==> src/rtl/mips_pkg.sv <==
// Shared encodings for the multicycle MIPS controller: FSM states, control
// bundle, opcode/func fields and ALU operation codes.
package mips_pkg;

  localparam int ALU_W = 5;

  typedef enum logic [2:0] {
    FETCH  = 3'd0,
    DECODE = 3'd1,
    EXEC   = 3'd2,
    MEM    = 3'd3,
    WB     = 3'd4,
    HALT   = 3'd5
  } state_t;

  typedef struct packed {
    logic [ALU_W-1:0] alu_op;
    logic             alu_src;
    logic             reg_dest;
    logic             mem_to_reg;
    logic             link;
    logic             sign_extend;
    logic             jump;
    logic             jump_reg;
    logic             branch;
    logic             mem_write;
    logic             muldiv;
  } ctrl_bundle_t;

  localparam logic [5:0] OP_RTYPE = 6'd0;
  localparam logic [5:0] OP_J     = 6'd2;
  localparam logic [5:0] OP_JAL   = 6'd3;
  localparam logic [5:0] OP_BEQ   = 6'd4;
  localparam logic [5:0] OP_BNE   = 6'd5;
  localparam logic [5:0] OP_BLEZ  = 6'd6;
  localparam logic [5:0] OP_BGTZ  = 6'd7;
  localparam logic [5:0] OP_ADDI  = 6'd8;
  localparam logic [5:0] OP_ADDIU = 6'd9;
  localparam logic [5:0] OP_SLTI  = 6'd10;
  localparam logic [5:0] OP_SLTIU = 6'd11;
  localparam logic [5:0] OP_ANDI  = 6'd12;
  localparam logic [5:0] OP_ORI   = 6'd13;
  localparam logic [5:0] OP_XORI  = 6'd14;
  localparam logic [5:0] OP_LUI   = 6'd15;
  localparam logic [5:0] OP_LW    = 6'd35;
  localparam logic [5:0] OP_SW    = 6'd43;

  localparam logic [5:0] FN_SLL   = 6'd0;
  localparam logic [5:0] FN_SRL   = 6'd2;
  localparam logic [5:0] FN_SRA   = 6'd3;
  localparam logic [5:0] FN_JR    = 6'd8;
  localparam logic [5:0] FN_MULT  = 6'd24;
  localparam logic [5:0] FN_MULTU = 6'd25;
  localparam logic [5:0] FN_DIV   = 6'd26;
  localparam logic [5:0] FN_DIVU  = 6'd27;
  localparam logic [5:0] FN_ADD   = 6'd32;
  localparam logic [5:0] FN_ADDU  = 6'd33;
  localparam logic [5:0] FN_SUB   = 6'd34;
  localparam logic [5:0] FN_SUBU  = 6'd35;
  localparam logic [5:0] FN_AND   = 6'd36;
  localparam logic [5:0] FN_OR    = 6'd37;
  localparam logic [5:0] FN_XOR   = 6'd38;
  localparam logic [5:0] FN_NOR   = 6'd39;
  localparam logic [5:0] FN_SLT   = 6'd42;
  localparam logic [5:0] FN_SLTU  = 6'd43;

  localparam logic [ALU_W-1:0] ALU_NOP   = 5'd0;
  localparam logic [ALU_W-1:0] ALU_ADD   = 5'd1;
  localparam logic [ALU_W-1:0] ALU_SUB   = 5'd2;
  localparam logic [ALU_W-1:0] ALU_AND   = 5'd3;
  localparam logic [ALU_W-1:0] ALU_OR    = 5'd4;
  localparam logic [ALU_W-1:0] ALU_XOR   = 5'd5;
  localparam logic [ALU_W-1:0] ALU_NOR   = 5'd6;
  localparam logic [ALU_W-1:0] ALU_SLT   = 5'd7;
  localparam logic [ALU_W-1:0] ALU_SLTU  = 5'd8;
  localparam logic [ALU_W-1:0] ALU_SLL   = 5'd9;
  localparam logic [ALU_W-1:0] ALU_SRL   = 5'd10;
  localparam logic [ALU_W-1:0] ALU_SRA   = 5'd11;
  localparam logic [ALU_W-1:0] ALU_LUI   = 5'd12;
  localparam logic [ALU_W-1:0] ALU_MULT  = 5'd13;
  localparam logic [ALU_W-1:0] ALU_MULTU = 5'd14;
  localparam logic [ALU_W-1:0] ALU_DIV   = 5'd15;
  localparam logic [ALU_W-1:0] ALU_DIVU  = 5'd16;
  localparam logic [ALU_W-1:0] ALU_BNE   = 5'd17;
  localparam logic [ALU_W-1:0] ALU_BLEZ  = 5'd18;
  localparam logic [ALU_W-1:0] ALU_BGTZ  = 5'd19;

  localparam ctrl_bundle_t CTRL_RESET = '{
    alu_op:      ALU_NOP,
    alu_src:     1'b0,
    reg_dest:    1'b0,
    mem_to_reg:  1'b0,
    link:        1'b0,
    sign_extend: 1'b1,
    jump:        1'b0,
    jump_reg:    1'b0,
    branch:      1'b0,
    mem_write:   1'b0,
    muldiv:      1'b0
  };

endpackage

==> src/rtl/mips_instr_decoder.sv <==
// Combinational opcode/func decode into the control bundle, with flags
// for unknown opcodes (treated as NOP) and unknown R-type funcs (halt).
module mips_instr_decoder
  import mips_pkg::*;
(
  input  logic [5:0]   opcode,
  input  logic [5:0]   func,
  output ctrl_bundle_t ctrl,
  output logic         op_known,
  output logic         func_known
);

  always_comb begin
    ctrl       = CTRL_RESET;
    op_known   = 1'b1;
    func_known = 1'b1;
    unique case (opcode)
      OP_RTYPE: begin
        ctrl.reg_dest = 1'b1;
        unique case (func)
          FN_ADD, FN_ADDU: ctrl.alu_op = ALU_ADD;
          FN_SUB, FN_SUBU: ctrl.alu_op = ALU_SUB;
          FN_AND:          ctrl.alu_op = ALU_AND;
          FN_OR:           ctrl.alu_op = ALU_OR;
          FN_XOR:          ctrl.alu_op = ALU_XOR;
          FN_NOR:          ctrl.alu_op = ALU_NOR;
          FN_SLT:          ctrl.alu_op = ALU_SLT;
          FN_SLTU:         ctrl.alu_op = ALU_SLTU;
          FN_SLL:          ctrl.alu_op = ALU_SLL;
          FN_SRL:          ctrl.alu_op = ALU_SRL;
          FN_SRA:          ctrl.alu_op = ALU_SRA;
          FN_MULT: begin
            ctrl.alu_op = ALU_MULT;
            ctrl.muldiv = 1'b1;
          end
          FN_MULTU: begin
            ctrl.alu_op = ALU_MULTU;
            ctrl.muldiv = 1'b1;
          end
          FN_DIV: begin
            ctrl.alu_op = ALU_DIV;
            ctrl.muldiv = 1'b1;
          end
          FN_DIVU: begin
            ctrl.alu_op = ALU_DIVU;
            ctrl.muldiv = 1'b1;
          end
          FN_JR: begin
            ctrl.reg_dest = 1'b0;
            ctrl.jump_reg = 1'b1;
          end
          default: func_known = 1'b0;
        endcase
      end
      OP_J: ctrl.jump = 1'b1;
      OP_JAL: begin
        ctrl.jump = 1'b1;
        ctrl.link = 1'b1;
      end
      OP_BEQ: begin
        ctrl.alu_op = ALU_SUB;
        ctrl.branch = 1'b1;
      end
      OP_BNE: begin
        ctrl.alu_op = ALU_BNE;
        ctrl.branch = 1'b1;
      end
      OP_BLEZ: begin
        ctrl.alu_op = ALU_BLEZ;
        ctrl.branch = 1'b1;
      end
      OP_BGTZ: begin
        ctrl.alu_op = ALU_BGTZ;
        ctrl.branch = 1'b1;
      end
      OP_ADDI, OP_ADDIU: begin
        ctrl.alu_op  = ALU_ADD;
        ctrl.alu_src = 1'b1;
      end
      OP_SLTI: begin
        ctrl.alu_op  = ALU_SLT;
        ctrl.alu_src = 1'b1;
      end
      OP_SLTIU: begin
        ctrl.alu_op  = ALU_SLTU;
        ctrl.alu_src = 1'b1;
      end
      // logical immediates are zero-extended
      OP_ANDI: begin
        ctrl.alu_op      = ALU_AND;
        ctrl.alu_src     = 1'b1;
        ctrl.sign_extend = 1'b0;
      end
      OP_ORI: begin
        ctrl.alu_op      = ALU_OR;
        ctrl.alu_src     = 1'b1;
        ctrl.sign_extend = 1'b0;
      end
      OP_XORI: begin
        ctrl.alu_op      = ALU_XOR;
        ctrl.alu_src     = 1'b1;
        ctrl.sign_extend = 1'b0;
      end
      OP_LUI: begin
        ctrl.alu_op      = ALU_LUI;
        ctrl.alu_src     = 1'b1;
        ctrl.sign_extend = 1'b0;
      end
      OP_LW: begin
        ctrl.alu_op     = ALU_ADD;
        ctrl.alu_src    = 1'b1;
        ctrl.mem_to_reg = 1'b1;
      end
      OP_SW: begin
        ctrl.alu_op    = ALU_ADD;
        ctrl.alu_src   = 1'b1;
        ctrl.mem_write = 1'b1;
      end
      default: op_known = 1'b0;
    endcase
  end

endmodule

==> src/rtl/multicycle_control_unit.sv <==
// Multicycle MIPS controller: FETCH/DECODE/EXEC/MEM/WB sequencing with
// variable-latency memory handshake, iterative mul/div stall and timeout halt.
module multicycle_control_unit
  import mips_pkg::*;
#(
  parameter int ALUOP_W       = 5,
  parameter int MULDIV_CYCLES = 8,
  parameter int MEM_TIMEOUT   = 64
) (
  input  logic               clk,
  input  logic               rst,
  input  logic [5:0]         opcode,
  input  logic [5:0]         func,
  input  logic               alu_zero,
  input  logic               mem_ready,
  output logic               mem_req,
  output logic               mem_we,
  output logic               ir_write,
  output logic               pc_write,
  output logic [ALUOP_W-1:0] alu_op,
  output logic               alu_src,
  output logic               reg_dest,
  output logic               mem_to_reg,
  output logic               link,
  output logic               sign_extend,
  output logic               jump,
  output logic               jump_reg,
  output logic               branch,
  output logic               reg_write,
  output logic               instr_done,
  output logic               halted,
  output logic               fault
);

  localparam int CW = (MULDIV_CYCLES > 1) ? $clog2(MULDIV_CYCLES) : 1;
  localparam int TW = (MEM_TIMEOUT > 1) ? $clog2(MEM_TIMEOUT) : 1;

  state_t       state;
  state_t       nxt;
  ctrl_bundle_t dec;
  ctrl_bundle_t bundle;
  ctrl_bundle_t sel;
  logic         op_known;
  logic         func_known;
  logic [CW-1:0] md_cnt;
  logic [TW-1:0] wait_cnt;
  logic         timeout_hit;
  logic         trip;
  logic         req_raw;
  logic         we_raw;
  logic         irw_raw;
  logic         pcw_raw;
  logic         rw_raw;
  logic         done_raw;

  mips_instr_decoder u_dec (
    .opcode     (opcode),
    .func       (func),
    .ctrl       (dec),
    .op_known   (op_known),
    .func_known (func_known)
  );

  // DECODE drives selects straight from the decoder so J/JR act that cycle
  assign sel = (state == DECODE) ? dec : bundle;

  assign timeout_hit = (MEM_TIMEOUT != 0) &&
                       (wait_cnt == TW'(MEM_TIMEOUT - 1));

  always_comb begin
    nxt      = state;
    req_raw  = 1'b0;
    we_raw   = 1'b0;
    irw_raw  = 1'b0;
    pcw_raw  = 1'b0;
    rw_raw   = 1'b0;
    done_raw = 1'b0;
    trip     = 1'b0;
    unique case (state)
      FETCH: begin
        req_raw = 1'b1;
        if (mem_ready) begin
          irw_raw = 1'b1;
          pcw_raw = 1'b1;
          nxt     = DECODE;
        end else if (timeout_hit) begin
          trip = 1'b1;
          nxt  = HALT;
        end
      end
      DECODE: begin
        if (!func_known) begin
          nxt = HALT;
        end else if (!op_known) begin
          done_raw = 1'b1;
          nxt      = FETCH;
        end else if (dec.jump && dec.link) begin
          nxt = WB;
        end else if (dec.jump || dec.jump_reg) begin
          pcw_raw  = 1'b1;
          done_raw = 1'b1;
          nxt      = FETCH;
        end else begin
          nxt = EXEC;
        end
      end
      EXEC: begin
        if (bundle.muldiv && md_cnt != '0) begin
          nxt = EXEC;
        end else if (bundle.branch) begin
          pcw_raw  = alu_zero;
          done_raw = 1'b1;
          nxt      = FETCH;
        end else if (bundle.mem_to_reg || bundle.mem_write) begin
          nxt = MEM;
        end else begin
          nxt = WB;
        end
      end
      MEM: begin
        req_raw = 1'b1;
        we_raw  = bundle.mem_write;
        if (mem_ready) begin
          if (bundle.mem_write) begin
            done_raw = 1'b1;
            nxt      = FETCH;
          end else begin
            nxt = WB;
          end
        end else if (timeout_hit) begin
          trip = 1'b1;
          nxt  = HALT;
        end
      end
      WB: begin
        rw_raw   = 1'b1;
        done_raw = 1'b1;
        pcw_raw  = bundle.link;
        nxt      = FETCH;
      end
      default: nxt = HALT;
    endcase
  end

  always_ff @(posedge clk) begin
    if (rst) begin
      state    <= FETCH;
      bundle   <= CTRL_RESET;
      md_cnt   <= '0;
      wait_cnt <= '0;
      fault    <= 1'b0;
    end else begin
      state <= nxt;
      if (state == DECODE) begin
        bundle <= dec;
        md_cnt <= CW'(MULDIV_CYCLES - 1);
      end else if (state == EXEC && md_cnt != '0) begin
        md_cnt <= md_cnt - 1'b1;
      end
      if (req_raw && !mem_ready && nxt == state)
        wait_cnt <= wait_cnt + 1'b1;
      else
        wait_cnt <= '0;
      if (trip)
        fault <= 1'b1;
    end
  end

  // reset abandons any in-flight request in the same cycle
  assign mem_req     = req_raw & ~rst;
  assign mem_we      = we_raw & ~rst;
  assign ir_write    = irw_raw & ~rst;
  assign pc_write    = pcw_raw & ~rst;
  assign reg_write   = rw_raw & ~rst;
  assign instr_done  = done_raw & ~rst;
  assign halted      = (state == HALT);

  assign alu_op      = ALUOP_W'(sel.alu_op);
  assign alu_src     = sel.alu_src;
  assign reg_dest    = sel.reg_dest;
  assign mem_to_reg  = sel.mem_to_reg;
  assign link        = sel.link;
  assign sign_extend = sel.sign_extend;
  assign jump        = sel.jump;
  assign jump_reg    = sel.jump_reg;
  assign branch      = sel.branch;

endmodule

==> config.mk <==
export PLATFORM = sky130hd
export DESIGN_NAME = multicycle_control_unit
export DESIGN_NICKNAME = d
export VERILOG_FILES = /design/src/rtl/mips_pkg.sv /design/src/rtl/mips_instr_decoder.sv /design/src/rtl/multicycle_control_unit.sv
export SDC_FILE = /design/constraint.sdc
export NUM_CORES = 1
export LEC_CHECK = 0
export BUFFER_PORTS_ARGS = -buffer_cell sky130_fd_sc_hd__buf_2
export CAP_MARGIN = 20
export CELL_PAD_IN_SITES_DETAIL_PLACEMENT = 0
export CELL_PAD_IN_SITES_GLOBAL_PLACEMENT = 2
export CORE_MARGIN = 4
export CORE_UTILIZATION = 35
export CTS_BUF_LIST = sky130_fd_sc_hd__clkbuf_4
export DETAILED_ROUTE_END_ITERATION = 8
export PLACE_DENSITY = 0.83
export SETUP_SLACK_MARGIN = 0.5
export SLEW_MARGIN = 0
export SYNTH_ARGS = -nofsm -noshare
export SYNTH_HDL_FRONTEND = slang
export SYNTH_SLANG_ARGS = --single-unit
==> constraint.sdc <==
create_clock -name clk -period 2.6 [get_ports clk]
set_input_delay 0.26 -clock clk [delete_from_list [all_inputs] [get_ports clk]]
set_output_delay 0.26 -clock clk [all_outputs]
set_load 0.1 [all_outputs]
==> reports/metrics.yaml, run 1 <==
synth_area_um2: 2030
hold_path.class: "in2reg"
die_h_um: 84.2
synth_edf_count: 0
seq_area_frac_synth: 0.276
core_um2: 5570
portBuffers: 36
fin_crit_ns: 2.33
r2r_slack_ns: 0.77
post-route-util: 0.558
fin_nets: 337
cts_tree: "yes"
skew_ns: 0.00541
dp_hpwl_um: 4110
cts_num_sinks: 28
clockBufferDepth: 2
ys_ff_latch: 28
final.period_utilization: 0.898
yosys-top-cells-count: "dfxtp_1, nand2_1, nor2_1"
cts_hold_buf: 0
async_reset_ff_frac: 0
critPathKind: "reg2out"
clk-insertion-delay-late_ns: 0.33
arrival_ns: 2.07
fmax_mhz: 428
area_growth_pct: 53.0
ios: 37
wirelength_um: 5680
grt_max_degree: 31
slew_headroom: 0.503
antenna_found_initial: 0
setup_tns_ns: 0
start_kind: "flop"
cts_root_buf: "clkbuf_4"
via_per_inst: 5.31
endpoint_kind: "output pin"
grt_overflow: 0
netlist_instances: 268
setup_violations: 0
synth_cell_types: 65
first_global_vias: 1980
grt_use_total: 0.163
worst_pin_slew_ns: 0.746
dp_slack_ns: 0.271
initial_core_util: 0.365
final_hold_viol_count: 0
place.gp.congestion: 0.833
path_clk_slew_ns: 0.15
critPathRequiredTime_ns: 2.34
holdWs_ns: 0.308
setup_ws_ns: 0.266
first_iter_violations: 175
row_count: 27
drv_cap: 0
die-area_um2: 7090
grt_pass1_wl_um: 9730
dr.pass1.iters: 4
rsz0062_at_grt: "true"
remaining_drc_errors: 0
yosys.area.top_type: "dfxtp_1"
syn_nets: 287
die_x_um: 84.2
vdd_drop_max_mv: 0.228
vias: 2064
ys_warn_count: 0
syn_avg_cell_area_um2: 7.59
ant_nets: 0
path_max_fanout: 7
fillers: 520
yosysMostFrequentCell: "dfxtp_1"
synth.top_cell.area_share: 0.276
outcome: "complete, no violations"
drive_gt1_frac: 0.416
netlist_top_cells_area: "dfxtp_1, nand2_1, nor2_1"
synth_flop_cell: "dfxtp_1"
antenna_cells: 0
p_per_area_nw_per_um2: 324
report.final.slew_viol_count: 0
leakagePower_nw: 1.14
htreeDepth: 1
avgRoutedWirePerCell_um: 14.6
cts_made_buffers: 3
[final cells by class]
| class | instances | area (um2) | area share |
|---|---|---|---|
| tap | 72 | 90.1 | 0.0290 |
| clock buffer | 3 | 22.5 | 0.00724 |
| inverter | 10 | 37.5 | 0.0121 |
| timing repair buffer | 66 | 664 | 0.214 |
| sequential | 28 | 574 | 0.185 |
| clock inverter | 1 | 3.75 | 0.00121 |
| multi-input combinational | 209 | 1720 | 0.552 |
[cell families (layout without fill, tap and decap cells)]
kind of cell / after synthesis / in the layout / synth area share
buffers and inverters: 31 / 80 / 0.0652
xor gates and xnor gates: 5 / 5 / 0.0215
AOI/OAI and AO/OA: 69 / 69 / 0.246
DFF: 28 / 28 / 0.276
muxes: 4 / 4 / 0.0197
and+or+nand+nor: 126 / 126 / 0.343
adders and majority gates: 5 / 5 / 0.0283
[registers in the layout, summed over array words and instances (netlist names)]
name and count:
wait_cnt 6, fault 1, state 3, md_cnt 3, bundle 15
[report_power, final]
group	internal (W)	switching [W]	leakage, nW
combinational	0.000149	0.000222	0.896
sequential	0.000438	0.00000740	0.230
clock	0.0000564	0.000133	0.0154
total	0.000644	0.000363	1.14
[layer usage]
layer / wire [um] / GRT usage
met1: 2790 / 0.241
met5: 0 / 0
met3: 199 / 0.0275
met4: 26 / 0.0219
met2: 2670 / 0.255
[metrics by stage]
stage | cells | area [um2] | power (W)
floorplan | 268 | 2250 | 0.000680
global placement | 363 | 2640 | 0.000748
detailed placement | 363 | 2640 | 0.000747
CTS | 381 | 2970 | 0.000992
global route | 389 | 3110 | 0.00106
finish | 389 | 3110 | 0.00101
[worst paths after layout]
kind,from,to,cells past startpoint
min reg2reg,wait_cnt[0],wait_cnt[0],1
min,mem_ready,fault,4
max,state[1],alu_op[3],6
max reg2reg,md_cnt[1],md_cnt[0],7
[repair_timing]
| item | 4_1_cts | 5_1_grt |
|---|---|---|
| resized for setup | 46 | 19 |
| endpoints found under the setup margin | 16 | 16 |
| pin swaps | 23 | 15 |
| setup buffers | 14 | 8 |
[worst max-delay path: stages, from the launching register on]
cell      delay (ns)
dfxtp_4         0.39
or3b_4          0.41
buf_12          0.15
nor3_4          0.20
a211oi_2        0.08
o31ai_4         0.30
buf_12          0.21
[cell usage in the layout (no fill, tap or decap), types with 4 or more instances in the layout]
| cell type | netlist | routed |
|---|---|---|
| buf_4 | 0 | 27 |
| dfxtp_1 | 28 | 23 |
| nor2_1 | 25 | 22 |
| nand2_1 | 27 | 21 |
| buf_2 | 7 | 18 |
| buf_12 | 0 | 15 |
| nor3_1 | 15 | 11 |
| a21oi_1 | 12 | 10 |
| nor2b_1 | 12 | 10 |
| inv_1 | 10 | 8 |
| o21ai_0 | 11 | 8 |
| nand2b_1 | 9 | 7 |
| a211oi_1 | 8 | 5 |
| nor3b_1 | 5 | 4 |
| nor4_4 | 0 | 4 |
| nand2_2 | 1 | 4 |
| mux2i_1 | 4 | 4 |
| clkbuf_4 | 0 | 4 |
Note: power is estimated with default switching activity, not from simulation.
==> inputs of run 2 (changes only) <==
--- a/config.mk
+++ b/config.mk
@@ -10,10 +10,10 @@
 export CELL_PAD_IN_SITES_DETAIL_PLACEMENT = 0
 export CELL_PAD_IN_SITES_GLOBAL_PLACEMENT = 2
 export CORE_MARGIN = 4
-export CORE_UTILIZATION = 35
+export CORE_UTILIZATION = 33
 export CTS_BUF_LIST = sky130_fd_sc_hd__clkbuf_4
 export DETAILED_ROUTE_END_ITERATION = 8
-export PLACE_DENSITY = 0.83
+export PLACE_DENSITY = 0.78
 export SETUP_SLACK_MARGIN = 0.5
 export SLEW_MARGIN = 0
 export SYNTH_ARGS = -nofsm -noshare
==> constraint.sdc (replaced) <==
create_clock -name clk -period 2.2 [get_ports clk]
set_input_delay 0.22 -clock clk [delete_from_list [all_inputs] [get_ports clk]]
set_output_delay 0.22 -clock clk [all_outputs]
set_load 0.1 [all_outputs]
==> reports/metrics.yaml, run 2 (synthesized netlist as in run 1, its figures left out) <==
report.final.slew_viol_count: 0  # unchanged
slowest_delay_ns: 0.39  # -0.02 ns
layout_commonest_cell: "buf_4"
die_x_um: 86.5  # +2.7%
vias: 2289  # +11%
wl_met1_um: 3150  # +13%
first_iter_violations: 103  # -41%
grt_use_total: 0.182  # +0.0189
dr_wl_met3_um: 151  # -24%
slew_headroom: 0.482  # -0.0208
start_kind: "flop"
route.met2.wl_um: 3290  # +23%
core_um2: 5960  # +6.8%
clk-insertion-delay-late_ns: 0.34  # about the same
crit_family: "compound AO/OA/AOI/OAI gates"
avgRoutedWirePerCell_um: 15.5  # +5.9%
remaining_drc_errors: 0  # unchanged
p_per_area_nw_per_um2: 380  # +17%
fin_crit_ns: 2.37
rsz0062_at_grt: "true"
worst_pin_slew_ns: 0.777  # +0.0312 ns
portBuffers: 36  # unchanged
largest-register: "bundle"
ant_nets: 0  # unchanged
first_global_vias: 2238  # +13%
cts_num_sinks: 28  # unchanged
initial_core_util: 0.341  # -0.0234
via_per_inst: 5.34  # +0.56%
antenna_cells: 0  # unchanged
place.gp.congestion: 0.770  # -7.6%
path_clk_slew_ns: 0.16  # about the same
fmax_mhz: 421
outcome: "finished with violations"
drv_cap: 0  # unchanged
path_cells: "buf_6 > nor3b_4 > o41a_1 > a31o_1 > o21ai_2 > a2111oi_4 > buf_12"
skew_ns: 0.00527  # -0.000135 ns
final.period_utilization: 1.08
clockBufferDepth: 2  # unchanged
cts_made_buffers: 3  # unchanged
drive_gt1_frac: 0.523  # +0.106
wirelength_um: 6640  # +17%
leakagePower_nw: 1.46  # +28%
grt_pass1_wl_um: 11000  # +13%
path_buf_inv: 2  # unchanged
fin_cells: 429  # +10%
slowest_stage: "dfxtp_4"
critPathKind: "reg2out"
dr.pass1.iters: 5  # +1
die-area_um2: 7480  # +5.5%
dp_hpwl_um: 4400  # +7.2%
area_growth_pct: 83.4
hold_path.class: "in2reg"
path_max_fanout: 4  # -3
vdd_drop_max_mv: 0.306  # +34%
cts_tree: "yes"
endpoint_kind: "output pin"
ios: 37  # unchanged
postLayoutCellArea_um2: 3730  # +20%
post-route-util: 0.626  # +0.0680
final_cell_mix: "buf_4, dfxtp_1, buf_6"
grt_overflow: 0  # unchanged
final_hold_viol_count: 0  # unchanged
largest_reg_flops: 15  # unchanged
grt_max_degree: 31  # unchanged
setup_tns_ns: -0.873  # -0.873 ns
setup_ws_ns: -0.174  # -0.440 ns
arrival_ns: 2.15  # +0.08 ns
die_h_um: 86.5  # +2.7%
reg_top3: "bundle x15, wait_cnt x6"
critPathRequiredTime_ns: 1.98  # -0.36 ns
row_count: 28  # +3.7%
htreeDepth: 1  # unchanged
cts_root_buf: "clkbuf_4"
violations: "setup timing"
antenna_found_initial: 0  # unchanged
place_area_um2: 2870  # +8.7%
setup_violations: 9  # +9
dp.cells: 384  # +5.8%
highest_layer: "met4"
fin_nets: 374  # +11%
## run 2: cell count changes in the layout (fill, tap and decap cells not counted), sizes merged
cell,change
buf,+38
bufinv,+1
clkinv,-1
clkbuf,-1
## run 2: power breakdown
part | internal (W) | switching (W) | leakage (nW) | total [W]
sequential | 0.000518 | 0.00000819 | 0.230 | 0.000526
clock | 0.000184 | 0.000168 | 0.0279 | 0.000352
combinational | 0.000240 | 0.000298 | 1.20 | 0.000538
## run 2: cell type report
type / count / area (um2)
Clock buffer: 3 / 22.5
Clock inverter: 1 / 30.0
Fill cell: 516 / 2230
Inverter: 10 / 37.5
Multi-Input combinational cell: 209 / 1850
Sequential cell: 28 / 574
Tap cell: 75 / 93.8
Timing Repair Buffer: 103 / 1120
## run 2: worst min-delay path, delay by kind of cell
kind            cells  cell delay (ns)
buf+inv             1             0.16
simple gates        2             0.16
compound gates      1             0.07
## run 2: path summary, 6_finish.rpt
path / startpoint / endpoint / slack [ns] / cells past startpoint
max: state[2] / instr_done / -0.17 / 7
max reg2reg: state[2] / bundle[1] / 0.09 / 13
min reg2reg: wait_cnt[0] / wait_cnt[0] / 0.47 / 1
min: mem_ready / fault / 0.29 / 4
## run 2: what timing repair did
| action | in CTS | in global routing |
|---|---|---|
| gates resized for setup | 86 | 32 |
| pin swaps | 25 | 20 |
| setup buffers | 30 | 9 |
| gates cloned | 2 | 0 |
| hold buffers | 0 | 0 |
| endpoints found under the hold margin | 0 | 0 |
| setup endpoints to repair | 32 | 41 |
## run 2: layer usage
layer  vias to the layer above  GRT usage
met4                         0     0.0354
met1                      1118      0.252
met3                         4     0.0247
li1                       1142          -
met2                        25      0.303
met5                         -          0
## run 2: per-stage QoR
step | power, W | hold WS (ns) | setup WS [ns]
3_3_place_gp | 0.000916 | 0.433 | -0.0154
6_report | 0.00142 | 0.295 | -0.174
5_1_grt | 0.00149 | 0.300 | -0.297
2_1_floorplan | 0.000813 | 0.400 | -0.344
3_5_place_dp | 0.000917 | 0.448 | -0.0383
4_1_cts | 0.00140 | 0.215 | -0.177
==> inputs of run 3 (changes only) <==
--- a/config.mk
+++ b/config.mk
@@ -15,6 +15,7 @@
 export DETAILED_ROUTE_END_ITERATION = 8
 export PLACE_DENSITY = 0.78
 export SETUP_SLACK_MARGIN = 0.5
+export SKIP_CTS_REPAIR_TIMING = 1
 export SLEW_MARGIN = 0
 export SYNTH_ARGS = -nofsm -noshare
 export SYNTH_HDL_FRONTEND = slang
==> reports/metrics.yaml, run 3 (synthesized netlist as in run 1, its figures left out) <==
fin_crit_ns: 2.41  # +0.0377 ns
drv_cap: 0  # unchanged
power_frac_seq: 0.376  # +0.005
endpoint_kind: "output pin"
fin_cells: 421  # -1.9%
combinationalPowerShare: 0.370  # -0.010
slew_headroom: 0.485  # +0.00274
ios: 37  # unchanged
worst_pin_slew_ns: 0.773  # -0.00412 ns
grt_max_degree: 31  # unchanged
core_um2: 5960  # unchanged
remaining_drc_errors: 0  # unchanged
r2r_slack_ns: 0.41  # +0.32 ns
vdd_drop_max_mv: 0.344  # +12%
dp_hpwl_um: 4400  # unchanged
rsz0062_at_grt: "true"
initial_core_util: 0.341  # unchanged
layout_commonest_cell: "buf_4"
dr.pass1.iters: 4  # -1
antenna_found_initial: 0  # unchanged
clk-insertion-delay-late_ns: 0.35  # about the same
arrival_ns: 2.19  # +0.04 ns
first_global_vias: 1959  # -12%
avgRoutedWirePerCell_um: 15.6  # +0.61%
grtUsageMet3: 0.0228  # -0.00190
drive_gt1_frac: 0.500  # -0.0226
first_iter_violations: 119  # +16%
place.gp.congestion: 0.770  # unchanged
final.period_utilization: 1.10  # +0.0171
cts_tree: "yes"
final_hold_viol_count: 0  # unchanged
die-area_um2: 7480  # unchanged
die_h_um: 86.5  # unchanged
cts_made_buffers: 3  # unchanged
p_per_area_nw_per_um2: 393  # +3.6%
post-route-util: 0.599  # -0.0267
gr-usage-met2: 0.245  # -0.0577
path_max_fanout: 3  # -1
largest_reg_flops: 15  # unchanged
vias: 2247  # -1.8%
cts_num_sinks: 28  # unchanged
largest-register: "bundle"
setup_ws_ns: -0.212  # -0.0377 ns
p_int_w: 0.000933  # -0.93%
grt_overflow: 0  # unchanged
grt_use_total: 0.158  # -0.0241
antenna_cells: 0  # unchanged
p_clk_frac: 0.254  # +0.005
outcome: "finished with violations"
htreeDepth: 1  # unchanged
report.final.slew_viol_count: 0  # unchanged
setup_violations: 8  # -1
area_growth_pct: 75.6
grt_pass1_wl_um: 9590  # -13%
violations: "setup timing"
portBuffers: 36  # unchanged
leakagePower_nw: 1.38  # -5.3%
reg_top3: "bundle x15, wait_cnt x6"
grtUsageMet1: 0.235  # -0.0173
fin_total_pwr_w: 0.00140  # -0.83%
critPathRequiredTime_ns: 1.98  # about the same
busiest_layer: "met2"
hold_path.class: "in2reg"
cts_root_buf: "clkbuf_4"
fin_nets: 366  # -2.1%
critPathKind: "reg2out"
p_sw_w: 0.000471  # -0.64%
row_count: 28  # unchanged
via_per_inst: 5.34  # about the same
p_sw_frac: 0.336  # +0.000652
final_cell_mix: "buf_4, dfxtp_1, buf_12"
skew_ns: 0.00994  # +0.00467 ns
die_x_um: 86.5  # unchanged
ant_nets: 0  # unchanged
clockBufferDepth: 2  # unchanged
dp.cells: 384  # unchanged
fmax_mhz: 415  # -1.6%
wirelength_um: 6550  # -1.3%
path_clk_slew_ns: 0.17  # about the same
start_kind: "flop"
-- run 3: changes by cell type in the layout (fill, tap and decap cells not counted), sizes merged --
cell,previous run,this run
buf,103,93
clkbuf,3,5
-- run 3: area by class of cell --
class,instances,area [um2]
inverter,10,37.5
timing repair buffer,95,1010
fill,545,2390
tap,75,93.8
clock inverter,1,30.0
multi-input combinational,209,1800
clock buffer,3,22.5
sequential,28,572
-- run 3: final timing paths --
path / endpoint / from / cells after the start
max reg2reg: bundle[12] / state[2] / 6
min reg2reg: md_cnt[0] / md_cnt[0] / 1
max: instr_done / state[1] / 7
min: fault / mem_ready / 4
-- run 3: worst max-delay path, stage by stage (launching register included) --
cell       delay [ns]
dfxtp_2          0.37
buf_6            0.12
nor3b_4          0.24
o41a_1           0.20
a31o_1           0.16
o21ai_2          0.09
a2111oi_4        0.44
buf_12           0.22
-- run 3: metrics by stage --
step	setup slack, ns	TNS, ns	area, um2	hold WS (ns)
floorplan	-0.344	-0.880	2340	0.400
global placement	-0.0154	-0.0154	2870	0.433
detailed placement	-0.0383	-0.0383	2870	0.448
CTS	-0.346	-2.23	2920	0.201
global route	-0.299	-1.59	3570	0.263
finish	-0.212	-0.954	3570	0.265
-- run 3: power groups by stage --
stage / logic, W / registers, W / clock network, W
2_1_floorplan: 0.000277 / 0.000536 / 0
3_3_place_gp: 0.000377 / 0.000539 / 0
3_5_place_dp: 0.000377 / 0.000540 / 0
4_1_cts: 0.000378 / 0.000529 / 0.000371
5_1_grt: 0.000556 / 0.000530 / 0.000387
6_report: 0.000520 / 0.000528 / 0.000357
-- run 3: layer usage --
metal / vias up / wire length [um]
met2: 52 / 3130
met3: 2 / 324
li1: 1128 / -
met5: - / 0
met4: 0 / 19
met1: 1065 / 3080
